## config.mk

```make
export PLATFORM = sky130hd
export DESIGN_NAME = wid_fifo
export DESIGN_NICKNAME = d
export VERILOG_FILES = /design/src/rtl/wid_fifo.sv
export SDC_FILE = /design/constraint.sdc
export NUM_CORES = 1
export LEC_CHECK = 0
export BUFFER_PORTS_ARGS = -buffer_cell sky130_fd_sc_hd__buf_2
export CORE_MARGIN = 2
export CORE_UTILIZATION = 47
export DETAILED_ROUTE_END_ITERATION = 10
export MAX_ROUTING_LAYER = met4
export PLACE_DENSITY_LB_ADDON = 0.12
export SLEW_MARGIN = 10
export SYNTH_ARGS = -nofsm -noshare
export SYNTH_HDL_FRONTEND = slang
export SYNTH_SLANG_ARGS = --single-unit
```

## constraint.sdc

```tcl
create_clock -name per_clk -period 4.32 [get_ports per_clk]
set_clock_uncertainty 0.15 [all_clocks]
set_input_delay 1.08 -clock per_clk [delete_from_list [all_inputs] [get_ports per_clk]]
set_output_delay 1.08 -clock per_clk [all_outputs]
set_load 0.01 [all_outputs]
```

## src/rtl/wid_fifo.sv

```systemverilog
// Write-ID FIFO for an AXI master: records each accepted AWID and presents the
// oldest one on the W channel, with a zero-latency bypass when empty.
module wid_fifo #(
   parameter int ID_WIDTH = 8,
   parameter int DEPTH    = 4
) (
   input  logic                       per_clk,
   input  logic                       pad_cpu_rst_b,
   input  logic                       wid_push,
   input  logic [ID_WIDTH-1:0]        wid_push_id,
   input  logic                       wid_pop,
   input  logic                       wid_err_clr,
   output logic [ID_WIDTH-1:0]        wid,
   output logic                       wid_vld,
   output logic                       wid_full,
   output logic                       wid_empty,
   output logic [$clog2(DEPTH):0]     wid_cnt,
   output logic                       wid_ovf_err,
   output logic                       wid_udf_err
);

   localparam int PW = $clog2(DEPTH);
   localparam int CW = PW + 1;
   localparam logic [CW-1:0] DEPTH_C = CW'(DEPTH);

   logic [ID_WIDTH-1:0] mem_q [DEPTH];
   logic [ID_WIDTH-1:0] mem_d [DEPTH];
   logic [PW-1:0]       rd_ptr_q, rd_ptr_d;
   logic [PW-1:0]       wr_ptr_q, wr_ptr_d;
   logic [CW-1:0]       cnt_q, cnt_d;
   logic                ovf_err_q, ovf_err_d;
   logic                udf_err_q, udf_err_d;

   logic empty;
   logic full;
   logic do_write;
   logic do_read;
   logic ovf_set;
   logic udf_set;

   assign empty = (cnt_q == '0);
   assign full  = (cnt_q == DEPTH_C);

   // Push+pop on an empty buffer is served entirely by the bypass, so it touches no state.
   assign do_write = wid_push && ((!wid_pop && !full) || (wid_pop && !empty));
   assign do_read  = wid_pop && !empty;
   assign ovf_set  = wid_push && !wid_pop && full;
   assign udf_set  = wid_pop && !wid_push && empty;

   always_comb begin
      mem_d    = mem_q;
      rd_ptr_d = rd_ptr_q;
      wr_ptr_d = wr_ptr_q;
      cnt_d    = cnt_q;
      if (do_write) begin
         mem_d[wr_ptr_q] = wid_push_id;
         wr_ptr_d        = wr_ptr_q + PW'(1);
      end
      if (do_read) begin
         rd_ptr_d = rd_ptr_q + PW'(1);
      end
      if (do_write && !do_read) begin
         cnt_d = cnt_q + CW'(1);
      end else if (do_read && !do_write) begin
         cnt_d = cnt_q - CW'(1);
      end
   end

   // Sticky flags: a new error in the clearing cycle takes priority.
   always_comb begin
      ovf_err_d = ovf_err_q;
      udf_err_d = udf_err_q;
      if (ovf_set) begin
         ovf_err_d = 1'b1;
      end else if (wid_err_clr) begin
         ovf_err_d = 1'b0;
      end
      if (udf_set) begin
         udf_err_d = 1'b1;
      end else if (wid_err_clr) begin
         udf_err_d = 1'b0;
      end
   end

   always_ff @(posedge per_clk or negedge pad_cpu_rst_b) begin
      if (!pad_cpu_rst_b) begin
         for (int i = 0; i < DEPTH; i++) begin
            mem_q[i] <= '0;
         end
         rd_ptr_q  <= '0;
         wr_ptr_q  <= '0;
         cnt_q     <= '0;
         ovf_err_q <= 1'b0;
         udf_err_q <= 1'b0;
      end else begin
         mem_q     <= mem_d;
         rd_ptr_q  <= rd_ptr_d;
         wr_ptr_q  <= wr_ptr_d;
         cnt_q     <= cnt_d;
         ovf_err_q <= ovf_err_d;
         udf_err_q <= udf_err_d;
      end
   end

   always_comb begin
      wid = '0;
      if (!empty) begin
         wid = mem_q[rd_ptr_q];
      end else if (wid_push) begin
         wid = wid_push_id;
      end
   end

   assign wid_vld     = !empty || wid_push;
   assign wid_empty   = empty;
   assign wid_full    = full;
   assign wid_cnt     = cnt_q;
   assign wid_ovf_err = ovf_err_q;
   assign wid_udf_err = udf_err_q;

endmodule

```

==> results.yml, run 1 <==
yosys:
  yosysTopAreaCell: "dfrtp_1"
  muxShareOfSynthArea_pct: 27.2
  yosys-top-cells-count: "41 x dfrtp_1, 34 x mux2_2, 17 x nand2_1"
  synth-async-reset-ratio_pct: 100
  synth_xor_area_share_pct: 3.32
  synth_fa_ha_area_share_pct: 3.99
  ys_seq_area_share_pct: 49.5
  synth_compound_gate_area_share_pct: 8.28
  synth-simple-area-share_pct: 4.53
  synth_edf_count: 0
  syn-cell-area_um2: 2070
  synth-main-ff-cell: "dfrtp_1"
  post-synth-top-count-cell: "dfrtp_1"
  synth_seq_cells: 41
  synth_top_family_by_area: "multiplexers"
  ys_types: 24
  avgSynthCellArea_um2: 14.0
  synth_area_leaders: "dfrtp_1 50%, mux2_2 18%, mux4_2 8.7%"
  synthCells: 148
  yosysWarningCount: 0
  synth_top_area_share_pct: 49.5
  synth_nets: 167
clocking:
  cts_buffer_depth: 2
  htree_levels: 2
  hold_buffers: 0
  numCtsBuffers: 5
  cts_tree: "built"
  cts-resized-gates: 0
  cts_sinks: 41
  clockRootBuffer: "clkbuf_8"
  clkTransAtPathRegs_ns: 0.07
  clock_latency_ns: 0.29
  post_cts_buffers: 0
timing:
  setup_viol: 0
  post-route-min-period_ns: 3.34
  slew_headroom_pct: 39.7
  fin_setup_tns_ns: 0
  finalCritPeriodShare_pct: 77.3
  drv_slew: 0
  hold_violations: 0
  holdWs_ns: 0.352
  worst_slew_pin_slew_ns: 0.905
  rsz0062_at_grt: "false"
  fmax_mhz: 300
global_routing:
  grt_start_max_net_pins: 42
  antenna_found_initial: 0
  overflow: 0
  grt_use_total_pct: 17.8
  grt_pass1_wl_mm: 6.44
  grt_pass1_vias: 1290
finish:
  syn_to_final_growth_pct: 12.2
  diodes: 0
  final_nets: 194
  final_cell_area_um2: 2320
  drive_above_1_share_pct: 47.4
  fin_util_pct: 54.1
floorplanning:
  num_rows: 24
  pin_count: 29
  die_area_um2: 4950
  die_y_um: 70.4
  fp.coreArea_um2: 4290
  initial_utilization_pct: 48.2
  fp.dieW_um: 70.4
drt:
  drtPass1Iterations: 4
  post-route-drc-count: 0
  routedWlPerCell_um: 17.0
  wl_mm: 3.86
  drt-initial-drc-count: 37
  vias: 1208
  ant_nets: 0
  vias_per_cell: 5.32
worst_setup_path:
  cp_cell_sequence: "or3_2, or2_2, buf_2"
  cp_num_buf_inv: 1
  timing.critical_path.required_ns: 3.09
  critPathLaunchType: "flop"
  cp_slowest_stage_delay_ns: 0.74
  worstReg2RegStart: "wid_cnt[1]"
  ff2ff_setup_slack_ns: 1.54
  crit_end: "wid_vld"
  worst-setup-path-type: "flop to primary output"
  slowest_stage: "or3_2"
  cp.depth: 3
  startpoint: "wid_cnt[1]"
  path_delay_family: "simple AND/OR/NAND/NOR gates"
  r2r_cells: 8
  crit_arrival_ns: 2.11
  crit_path_end_kind: "primary output"
  cp_max_fo: 20
  r2r-end: "wid_cnt[2]"
run_status:
  status: "finished, final reports clean"
placement:
  dpl_cell_area_um2: 2240
  gp_congestion: 0.673
  io_buffers: 28
  dpl.hpwl_mm: 2.62
power_and_ir_drop:
  p_comb_share_pct: 44.9
  totalPowerFinal_uw: 1830
  vdd_drop_max_mv: 0.334
  leakagePower_uw: 0.00104
  p_int_uw: 1180
  p_sw_share_pct: 35.7
  pwr-share-clk_pct: 13.5
  powerDensity_nw_per_um2: 789
  p_seq_share_pct: 41.6
  p_switching_uw: 654
hold_path:
  hold_class: "flop to flop"
run:
  cap_viol_max_count: 0
routing by layer:
layer	GRT usage (%)	up-vias	share of wire (%)	wire length, um
met4	4.27	0	1.0	39
met2	31.2	22	54	2100
met5	-	-	0	0
li1	-	578	-	-
met1	20.6	604	41	1570
met3	4.33	4	3.9	152
state kept, by name, summed over array words and instances (netlist names):
signal	flops
wr_ptr_q	2
wid_cnt	3
mem_q	32
wid_udf_err	1
rd_ptr_q	2
wid_ovf_err	1
area by class of cell:
| cell class | instances | area (um^2) |
|---|---|---|
| clock buffer | 7 | 86.3 |
| fill | 382 | 1970 |
| inverter | 7 | 26.3 |
| multi-input combinational | 92 | 980 |
| sequential | 41 | 1030 |
| tap | 52 | 65.1 |
| timing repair buffer | 28 | 140 |
worst min path at each step:
stage | start | end | slack (ns) | depth (start not counted)
after floorplan | mem_q[10] | mem_q[10] | 0.32 | 1
after global placement | wid_udf_err | wid_udf_err | 0.32 | 1
after global routing | wid_ovf_err | wid_ovf_err | 0.37 | 1
final | wid_ovf_err | wid_ovf_err | 0.35 | 1
after CTS | wid_ovf_err | wid_ovf_err | 0.35 | 1
after detailed placement | wid_ovf_err | wid_ovf_err | 0.34 | 1
logic make-up (layout without fill, tap and decap cells):
kind of cell	Yosys count	after routing
compound gates	15	15
flops	41	41
buf+inv	15	42
fa+ha+maj	6	6
mux	42	42
simple gates	22	22
xor+xnor	7	7
layout by cell type, fill, tap and decap left out:
cell / count
inv_1: 7
o2bb2ai_1: 1
o311ai_4: 4
a32o_1: 1
xnor2_2: 1
nand2_1: 17
nor3b_1: 1
buf_2: 28
mux4_2: 8
fa_1: 1
or2_2: 1
xnor2_1: 4
ha_1: 5
dfrtp_1: 41
clkbuf_1: 1
or3_2: 1
o21ai_0: 8
mux2_2: 34
o31ai_1: 1
nor2_1: 1
nand3_1: 1
clkbuf_8: 6
xor2_1: 2
power groups by stage:
stage / logic (uW) / registers (uW) / clock network, uW
floorplan: 712 / 667 / 0
global placement: 810 / 758 / 0
detailed placement: 840 / 776 / 0
CTS: 841 / 768 / 259
global route: 921 / 796 / 272
finish: 823 / 764 / 247
per-stage QoR:
| stage | cells | worst slack [ns] |
|---|---|---|
| after floorplan | 148 | 0.999 |
| after global placement | 220 | 1.11 |
| after detailed placement | 220 | 1.04 |
| after CTS | 227 | 0.969 |
| after global routing | 227 | 0.880 |
| final | 227 | 0.983 |
(Power assumes the default switching activity.)
==> run 2, diff against run 1 <==
==> constraint.sdc (replaced) <==
create_clock -name per_clk -period 3.5 [get_ports per_clk]
set_clock_uncertainty 0.15 [all_clocks]
set_input_delay 0.875 -clock per_clk [delete_from_list [all_inputs] [get_ports per_clk]]
set_output_delay 0.875 -clock per_clk [all_outputs]
set_load 0.01 [all_outputs]
==> run 2 against run 1 <==
  * Global-route usage up 0.078 points
  * Critical path depth unchanged
  * Die area unchanged
  * Register-to-register slack worse by 0.88 ns
  * Sequential power up 24%
  * Sequential share of layout area up 0.12 points
  * Critical path type unchanged
  * Largest power group unchanged
==> results.yml, run 2 (synthesis gave the netlist of run 1 again) <==
finish:
  fin_util_pct: 54.0
  regMostFlops: "mem_q"
  syn_to_final_growth_pct: 11.9
  final_common_cell: "dfrtp_1"
  diodes: 0
  drive_above_1_share_pct: 46.6
  final_nets: 194
  seqCellArea_um2: 1030
  final.fill_count: 382
  multi_input_area_um2: 980
  final_cell_mix: "41 x dfrtp_1, 34 x mux2_2, 28 x buf_2"
  final_cell_count_no_fill: 228
  largest_reg_flops: 32
global_routing:
  grt_use_total_pct: 17.9
  antenna_found_initial: 0
  grt_pass1_vias: 1314
  grt_pass1_wl_mm: 6.49
  overflow: 0
  grt_start_max_net_pins: 42
clocking:
  cts_sinks: 41
  clock_latency_ns: 0.28
  numCtsBuffers: 5
  cts_tree: "built"
  cts_buffer_depth: 2
  cts-resized-gates: 0
  htree_levels: 2
  clkTransAtPathRegs_ns: 0.07
  hold_buffers: 0
  clockRootBuffer: "clkbuf_8"
  post_cts_buffers: 0
floorplanning:
  die_area_um2: 4950
  initial_utilization_pct: 48.2
  fp.coreArea_um2: 4290
  fp.dieW_um: 70.4
  num_rows: 24
  pin_count: 29
  die_y_um: 70.4
placement:
  dpl.cell_count: 220
  dpl.hpwl_mm: 2.60
  io_buffers: 28
  gp_congestion: 0.686
worst_setup_path:
  cp_cell_sequence: "or3_2, or2_2, buf_2"
  crit_arrival_ns: 2.11
  cp_num_buf_inv: 1
  cp_max_fo: 20
  critPathLaunchType: "flop"
  crit_path_end_kind: "primary output"
  cp_slowest_stage_delay_ns: 0.75
  ff2ff_setup_slack_ns: 0.66
  path_delay_family: "simple AND/OR/NAND/NOR gates"
  slowest_stage: "or3_2"
  timing.critical_path.required_ns: 2.47
  worst-setup-path-type: "flop to primary output"
timing:
  holdWs_ns: 0.350
  hold_violations: 0
  drv_slew: 0
  fmax_mhz: 319
  finalCritPeriodShare_pct: 89.6
  post-route-min-period_ns: 3.14
  rsz0062_at_grt: "false"
  slew_headroom_pct: 39.4
  fin_setup_tns_ns: 0
  setup_viol: 0
  worst_slew_pin_slew_ns: 0.909
run:
  cap_viol_max_count: 0
power_and_ir_drop:
  powerDensity_nw_per_um2: 972
  vdd_drop_max_mv: 0.391
  leakagePower_uw: 0.00103
  totalPowerFinal_uw: 2250
drt:
  drt-initial-drc-count: 53
  routedWlPerCell_um: 17.1
  wl_mm: 3.91
  ant_nets: 0
  vias: 1230
  drtPass1Iterations: 4
  vias_per_cell: 5.39
  post-route-drc-count: 0
run_status:
  status: "finished, final reports clean"
hold_path:
  hold_class: "flop to flop"
## run 2: cell count changes in the layout (fill, tap and decap cells not counted), sizes merged
cell / change
clkbuf: +1
## run 2: final cells by class
type	instances	share of cell area, %
Inverter	7	1.13
Timing Repair Buffer	28	6.05
Tap cell	52	2.81
Clock buffer	8	3.46
Multi-Input combinational cell	92	42.3
Sequential cell	41	44.3
## run 2: metal layers
layer  global-route usage, %  part of all wire, %  up-vias
li1                        -                    -      582
met1                    21.5                   44      626
met2                    30.2                   53       20
met3                    4.33                  3.0        2
met4                    4.91                 0.46        0
met5                       -                    0        -
## run 2: through the flow
stage                     cell area, um^2  worst slack, ns
after floorplan                      2070            0.589
after global placement               2240            0.494
after detailed placement             2240            0.414
after CTS                            2320            0.353
after global routing                 2320            0.254
final                                2320            0.365
## run 2: final timing paths
path                               start           to  cells past startpoint
min reg2reg                  wid_udf_err  wid_udf_err                      1
max                           wid_cnt[1]      wid_vld                      3
max reg2reg                   wid_cnt[1]   wid_cnt[2]                      8
min                          wid_udf_err  wid_udf_err                      1
min in group asynchronous  pad_cpu_rst_b    mem_q[25]                      1
max in group asynchronous  pad_cpu_rst_b  rd_ptr_q[1]                      1
## run 2: where the power goes
part           switching [uW]  total, uW  internal (uW)
Combinational             430       1020            588
Clock                     145        286            142
Sequential                236        948            713
Total                     811       2250           1440
==> run 3, diff against run 2 <==
--- a/config.mk
+++ b/config.mk
@@ -5,6 +5,7 @@
 export SDC_FILE = /design/constraint.sdc
 export NUM_CORES = 1
 export LEC_CHECK = 0
+export ABC_CLOCK_PERIOD_IN_PS = 3500
 export BUFFER_PORTS_ARGS = -buffer_cell sky130_fd_sc_hd__buf_2
 export CORE_MARGIN = 2
 export CORE_UTILIZATION = 47
==> constraint.sdc (replaced) <==
create_clock -name per_clk -period 3.5 [get_ports per_clk]
set_clock_uncertainty 0.15 [all_clocks]
set_input_delay 0.875 -clock per_clk [delete_from_list [all_inputs] [get_ports per_clk]]
set_output_delay 0.875 -clock per_clk [all_outputs]
set_load 0.005 [all_outputs]
==> run 3 against run 2 <==
  * Combinational power about the same
  * Largest power group unchanged
  * Fmax increased by 0.42%
  * Design area increased by 1.2%
  * Power decreased by 0.19%
  * First-iteration DRC count increased by 13%
  * Sequential share of layout area decreased by 0.54 points
  * Die area unchanged
  * Final cell count increased by 0.44%
  * Worst setup slack improved by 0.013 ns
==> results.yml, run 3 (synthesis gave the netlist of run 1 again) <==
run_status:
  status: "finished, final reports clean"
timing:
  finalCritPeriodShare_pct: 89.2
  post-route-min-period_ns: 3.12
  worst_slew_pin_slew_ns: 0.903
  drv_slew: 0
  rsz0062_at_grt: "false"
  holdWs_ns: 0.351
  slew_headroom_pct: 39.8
  fmax_mhz: 320
  fin_setup_tns_ns: 0
  setup_viol: 0
  hold_violations: 0
finish:
  final_nets: 195
  final_cell_mix: "41 x dfrtp_1, 34 x mux2_2, 28 x buf_2"
  drive_above_1_share_pct: 48.6
  fin_util_pct: 54.6
  final_common_cell: "dfrtp_1"
  largest_reg_flops: 32
  syn_to_final_growth_pct: 13.3
  diodes: 0
  regMostFlops: "mem_q"
global_routing:
  antenna_found_initial: 0
  grt_use_total_pct: 18.2
  overflow: 0
  grt_pass1_wl_mm: 6.53
  grt_start_max_net_pins: 42
  grt_pass1_vias: 1304
power_and_ir_drop:
  vdd_drop_max_mv: 0.426
  p_switching_uw: 766
  p_int_uw: 1480
  powerDensity_nw_per_um2: 959
  leakagePower_uw: 0.00105
  p_seq_share_pct: 40.8
  p_sw_share_pct: 34.0
  p_comb_share_pct: 44.1
  pwr-share-clk_pct: 15.1
floorplanning:
  fp.dieW_um: 70.4
  die_y_um: 70.4
  die_area_um2: 4950
  pin_count: 29
  initial_utilization_pct: 48.2
  num_rows: 24
  fp.coreArea_um2: 4290
clocking:
  cts_buffer_depth: 2
  cts_tree: "built"
  clock_latency_ns: 0.29
  clockRootBuffer: "clkbuf_8"
  cts-resized-gates: 0
  cts_sinks: 41
  post_cts_buffers: 0
  clkTransAtPathRegs_ns: 0.08
  hold_buffers: 0
  htree_levels: 2
  numCtsBuffers: 5
drt:
  met2WireLength_mm: 2.04
  vias: 1250
  routedWlPerCell_um: 17.0
  ant_nets: 0
  drt-met1-wl_mm: 1.64
  wl_met3_um: 164
  vias_per_cell: 5.46
  drtPass1Iterations: 4
  dr.max_layer_used: "met4"
  drt-initial-drc-count: 60
  wl_mm: 3.90
  post-route-drc-count: 0
worst_setup_path:
  slowest_stage: "or3_2"
  cp_max_fo: 20
  critPathLaunchType: "flop"
  crit_arrival_ns: 2.10
  cp_cell_sequence: "or3_2, or2_2, buf_2"
  ff2ff_setup_slack_ns: 0.71
  worst-setup-path-type: "flop to primary output"
  timing.critical_path.required_ns: 2.47
  cp_slowest_stage_delay_ns: 0.74
  crit_path_end_kind: "primary output"
placement:
  gp_congestion: 0.696
  io_buffers: 28
  dpl.hpwl_mm: 2.67
run:
  cap_viol_max_count: 0
hold_path:
  hold_class: "flop to flop"
-- run 3: metal layers --
| layer | vias to the layer above | global-route usage [%] |
|---|---|---|
| li1 | 584 | - |
| met2 | 23 | 30.4 |
| met3 | 6 | 4.76 |
| met5 | - | - |
| met1 | 637 | 21.9 |
| met4 | 0 | 5.13 |
-- run 3: path summary, 6_finish.rpt --
path	startpoint	to	cells past startpoint
min in group asynchronous	pad_cpu_rst_b	mem_q[25]	1
max in group asynchronous	pad_cpu_rst_b	mem_q[28]	1
max	wid_cnt[1]	wid_vld	3
min	wid_ovf_err	wid_ovf_err	1
max reg2reg	wid_cnt[1]	wid_cnt[2]	8
min reg2reg	wid_ovf_err	wid_ovf_err	1
-- run 3: worst max-delay path, delay by kind of cell, from the launching register on --
kind | cells | cell delay [ns]
simple gates | 2 | 1.10
buf+inv | 1 | 0.13
flops | 1 | 0.57
-- run 3: metrics by stage --
step / worst slack [ns] / std cells / area (um^2) / total power, uW
floorplan: 0.692 / 148 / 2070 / 1650
global placement: 0.491 / 221 / 2240 / 1890
detailed placement: 0.439 / 221 / 2240 / 1950
CTS: 0.351 / 229 / 2350 / 2290
global route: 0.257 / 229 / 2350 / 2440
finish: 0.378 / 229 / 2350 / 2250
-- run 3: final cells by class --
cell class / instances / area, um^2
repair buffers: 29 / 148
fillers: 372 / 1950
flip-flops and latches: 41 / 1030
inverters: 7 / 26.3
clock inverters: 1 / 5.00
clock buffers: 7 / 96.3
well taps: 52 / 65.1
multi-input cells: 92 / 980
-- run 3: power by group through the flow --
stage | registers, uW | logic [uW] | clock network, uW
after CTS | 924 | 1020 | 348
final | 918 | 991 | 340
after global placement | 909 | 983 | 0
after floorplan | 815 | 836 | 0
after global routing | 959 | 1110 | 373
after detailed placement | 935 | 1020 | 0
